[src/rtl/ss_scan_driver.sv]
// Four-digit multiplexed seven-segment driver. Patterns shift in from the right,
// digits are scanned with a programmable dwell, and the display can optionally blink.
module ss_scan_driver #(
    parameter int          REFRESH_DIV = 100000,
    parameter int          BLINK_HALF  = 25000000,
    parameter logic [7:0]  BLANK       = 8'hFF
) (
    input  logic       clk,
    input  logic       rst_n,
    input  logic [7:0] pat_in,
    input  logic       pat_valid,
    input  logic       clear,
    input  logic       blink_en,
    output logic [7:0] ssd_seg,
    output logic [3:0] ssd_an,
    output logic [2:0] count
);

    localparam int RW = $clog2(REFRESH_DIV);
    localparam int BW = $clog2(BLINK_HALF);

    typedef enum logic {ST_ON, ST_OFF} blink_state_t;

    logic [3:0][7:0] disp_buf_q, disp_buf_d;
    logic [2:0]      count_q, count_d;
    logic [RW-1:0]   ref_cnt_q, ref_cnt_d;
    logic [1:0]      idx_q, idx_d;
    logic [BW-1:0]   blk_cnt_q, blk_cnt_d;
    blink_state_t    state_q, state_d;
    logic [7:0]      ssd_seg_q, ssd_seg_d;
    logic [3:0]      ssd_an_q, ssd_an_d;

    always_comb begin
        disp_buf_d = disp_buf_q;
        count_d    = count_q;
        ref_cnt_d  = ref_cnt_q;
        idx_d      = idx_q;
        blk_cnt_d  = blk_cnt_q;
        state_d    = state_q;
        ssd_seg_d  = ssd_seg_q;
        ssd_an_d   = ssd_an_q;

        // Clear wins over a same-cycle load; the presented pattern is dropped.
        if (clear) begin
            disp_buf_d = {4{BLANK}};
            count_d    = 3'd0;
        end else if (pat_valid) begin
            disp_buf_d = {disp_buf_q[2], disp_buf_q[1], disp_buf_q[0], pat_in};
            count_d    = (count_q == 3'd4) ? 3'd4 : count_q + 3'd1;
        end

        if (ref_cnt_q == RW'(REFRESH_DIV - 1)) begin
            ref_cnt_d = '0;
            idx_d     = idx_q + 2'd1;
        end else begin
            ref_cnt_d = ref_cnt_q + RW'(1);
        end

        if (!blink_en) begin
            state_d   = ST_ON;
            blk_cnt_d = '0;
        end else if (blk_cnt_q == BW'(BLINK_HALF - 1)) begin
            blk_cnt_d = '0;
            state_d   = (state_q == ST_ON) ? ST_OFF : ST_ON;
        end else begin
            blk_cnt_d = blk_cnt_q + BW'(1);
        end

        // Gate on the effective blink state so dropping blink_en relights at once.
        if (state_d == ST_ON) begin
            ssd_an_d  = ~(4'b0001 << idx_q);
            ssd_seg_d = disp_buf_q[idx_q];
        end else begin
            ssd_an_d  = 4'b1111;
            ssd_seg_d = BLANK;
        end
    end

    always_ff @(posedge clk or negedge rst_n) begin
        if (!rst_n) begin
            disp_buf_q <= {4{BLANK}};
            count_q    <= 3'd0;
            ref_cnt_q  <= '0;
            idx_q      <= 2'd0;
            blk_cnt_q  <= '0;
            state_q    <= ST_ON;
            ssd_seg_q  <= BLANK;
            ssd_an_q   <= 4'b1111;
        end else begin
            disp_buf_q <= disp_buf_d;
            count_q    <= count_d;
            ref_cnt_q  <= ref_cnt_d;
            idx_q      <= idx_d;
            blk_cnt_q  <= blk_cnt_d;
            state_q    <= state_d;
            ssd_seg_q  <= ssd_seg_d;
            ssd_an_q   <= ssd_an_d;
        end
    end

    assign ssd_seg = ssd_seg_q;
    assign ssd_an  = ssd_an_q;
    assign count   = count_q;

endmodule

[config.mk]
export PLATFORM = sky130hd
export DESIGN_NAME = ss_scan_driver
export DESIGN_NICKNAME = d
export VERILOG_FILES = /design/src/rtl/ss_scan_driver.sv
export SDC_FILE = /design/constraint.sdc
export NUM_CORES = 1
export LEC_CHECK = 0
export BUFFER_PORTS_ARGS = -buffer_cell sky130_fd_sc_hd__buf_2
export CAP_MARGIN = 25
export CORE_MARGIN = 1.5
export CORE_UTILIZATION = 50
export DETAILED_ROUTE_END_ITERATION = 8
export PLACE_DENSITY = 0.65
export SLEW_MARGIN = 20
export SYNTH_ARGS = -nofsm -noshare
export SYNTH_HDL_FRONTEND = slang
export SYNTH_SLANG_ARGS = --single-unit
[constraint.sdc]
create_clock -name clk -period 3.2 [get_ports clk]
set_input_delay 0.48 -clock clk [delete_from_list [all_inputs] [get_ports clk]]
set_output_delay 0.48 -clock clk [all_outputs]
set_load 0.03 [all_outputs]
==> impl_metrics.toml <==
[routing]
drc = 0
first_pass_iters = 4
drt-wirelength-per-cell_um = 15.34
ant_nets = 0
vias = 2920
avgViaCountPerCell = 5.509
wirelength_um = 8132
dr.first_iter.drc_count = 105

[clocking]
cts.sinks = 92
cts_hold_buf = 0
cts_root_buffer = "clkbuf_8"
cts.path.max_buffers = 2
ctsHtreeMaxLevel = 3
clk_pin_slew_ns = 0.09
ctsResizeCount = 0
cts-buffers-inserted = 9
post-cts-setup-buffers = 0
cts_tree = "yes"
insertion_delay_ns = 0.35

[grt]
grt_max_degree = 79
grt_pass1_wl_um = 13990
track_usage_pct = 18.45
grt_pass1_vias = 2927
antenna_found_initial = 0
grt_overflow = 0

[critical_path]
critical_path_peak_fanout = 15
crit_path_end_kind = "flop"
cp.depth = 6
cp.arrival_ns = 2.60
criticalPathCategory = "flop to flop"
path_delay_family = "simple AND/OR/NAND/NOR gates"
worst_setup_path_start_kind = "flop"
crit_buf_inv = 1
crit_chain = "ha_1, nand2_1, or4_4, o31ai_4, buf_4, a21oi_1"
rr_worst_depth = 6
cpMaxStageDelayCell = "or4_4"
max_stage_delay_ns = 0.58
required_ns = 3.43

[sta]
min_period_ns = 2.366
hold_ws_ns = 0.05662
worst_slew_pin_slew_ns = 0.6749
finalSetupViolations = 0
min_period_over_period_pct = 73.94
finalSetupTns_ns = 0
finClkSkew_ns = 0.007902
grt_setup_unrepaired = "false"
setup_ws_ns = 0.8338
max_freq_ghz = 0.4226
hold_violations = 0
maxSlewViolCount = 0
slew_headroom_pct = 55.01

[logic_synthesis]
syn-cell-area_um2 = 4447
syn_avg_cell_area_um2 = 11.31
ys_seq_area_share_pct = 53.01
ys_types = 40
synth-async-reset-ratio_pct = 100.0
ys_ff_latch = 92
yosys_warnings = 0
synth_edf_count = 0
syn_nets = 414
synthCells = 393
synthFlopType = "dfrtp_1"

[layout]
layoutNonFillerInstCount = 530
fin_nets = 438
diodes = 0
mostFrequentLayoutCells = "48 x dfrtp_1, 44 x dfstp_2, 33 x nor2b_1"
final_layout_size_suffix_gt1_share_pct = 28.20
fill_cells = 766
layout_commonest_cell = "dfrtp_1"
ff_latch_area_um2 = 2357
multi_input_area_um2 = 1914
syn_to_final_growth_pct = 9.313

[pwr]
power.leakage_uw = 0.001980
vdd_drop_max_mv = 0.2227
powerDensity_nw_per_um2 = 434.3
power_uw = 2111

[place]
io_buffers = 27
gp_congestion = 0.7786
dp_hpwl_um = 5214
dp_slack_ns = 0.8382
dp_cells = 513

[run]
cap_violations = 0

[die]
pin_count = 28
initial_core_util_pct = 51.24
fp.dieW_um = 97.31
rows = 34
core_um2 = 8678
dieArea_um2 = 9468
die_h_um = 97.31

[status]
outcome = "complete, no violations"

[hold_path]
hold_path.class = "input pin to asynchronous set/reset pin"
per-stage QoR:
stage               area, µm²  utilization [%]
floorplan                4447                -
global placement         4668            53.79
detailed placement       4668            53.79
CTS                      4833            55.69
global route             4861            56.01
finish                   4861            56.01
synth_stat cells, types with 3 or more instances:
cell,count,area [µm²]
and3_1,3,18.77
dfstp_2,44,1156
a21oi_1,15,75.07
or3_1,9,56.30
nand4_1,9,56.30
o31ai_1,7,52.55
xor2_1,10,87.58
nor3_1,6,30.03
nand3_2,10,100.1
clkbuf_1,15,56.30
a211o_1,32,280.3
ha_1,8,100.1
or2_2,3,18.77
nand3_1,15,75.07
nand2_1,16,60.06
dfrtp_1,48,1201
nor2_1,26,97.59
inv_1,19,71.32
or4_1,11,82.58
o21ai_0,7,35.03
mux4_2,8,180.2
xnor2_1,15,131.4
nor2b_1,33,206.5
state kept, by name, indices dropped and copies added, names as in the netlist:
name        cells
idx_q           2
state_q         1
blk_cnt_q      25
ssd_an          4
count           3
ssd_seg         8
ref_cnt_q      17
disp_buf_q     32
area by class of cell:
class | instances | area share (%)
Clock inverter | 2 | 0.2574
Clock buffer | 14 | 3.140
Multi-Input combinational cell | 260 | 39.38
Sequential cell | 92 | 48.49
Tap cell | 108 | 2.780
Inverter | 19 | 1.467
Timing Repair Buffer | 35 | 4.479
report_power, final:
part | switching (µW) | internal, µW | total [µW] | leakage [µW]
registers | 26.1 | 1230 | 1250 | 0.00112
logic | 98.2 | 71.8 | 170 | 0.000783
clock network | 385 | 305 | 690 | 0.0000807
worst paths after layout:
check / from / to / slack (ns)
worst min-delay path: rst_n / blk_cnt_q[22]$_DFF_PN0_ / 0.06
worst max register to register: blk_cnt_q[0]$_DFF_PN0_ / blk_cnt_q[20]$_DFF_PN0_ / 0.83
worst min register to register: ref_cnt_q[0]$_DFF_PN0_ / ref_cnt_q[0]$_DFF_PN0_ / 0.50
worst max-delay path: blk_cnt_q[0]$_DFF_PN0_ / blk_cnt_q[20]$_DFF_PN0_ / 0.83
max in group asynchronous: rst_n / disp_buf_q[23]$_DFFE_PN1P_ / 2.37
min in group clk: pat_in[3] / disp_buf_q[3]$_DFFE_PN1P_ / 0.33
metal layers:
layer	wire length, µm	vias to the layer above	share of wire [%]	global-route usage, %
met3	237	4	2.9	3.597
li1	-	1441	-	-
met5	0	-	0	0
met1	4280	1437	53	26.98
met4	64	0	0.79	6.703
met2	3550	38	44	27.54
kinds of logic (layout without fill, tap and decap cells):
| logic type | count (synthesis) | after routing | share of synthesized area [%] |
|---|---|---|---|
| and+or+nand+nor | 153 | 153 | 20.29 |
| DFF | 92 | 92 | 53.01 |
| AOI/OAI and AO/OA | 63 | 63 | 10.80 |
| buffers and inverters | 41 | 70 | 3.939 |
| xor gates and xnor gates | 25 | 25 | 4.924 |
| muxes | 11 | 11 | 4.783 |
| adders and majority gates | 8 | 8 | 2.251 |
Power figures use the tool's default switching activity.
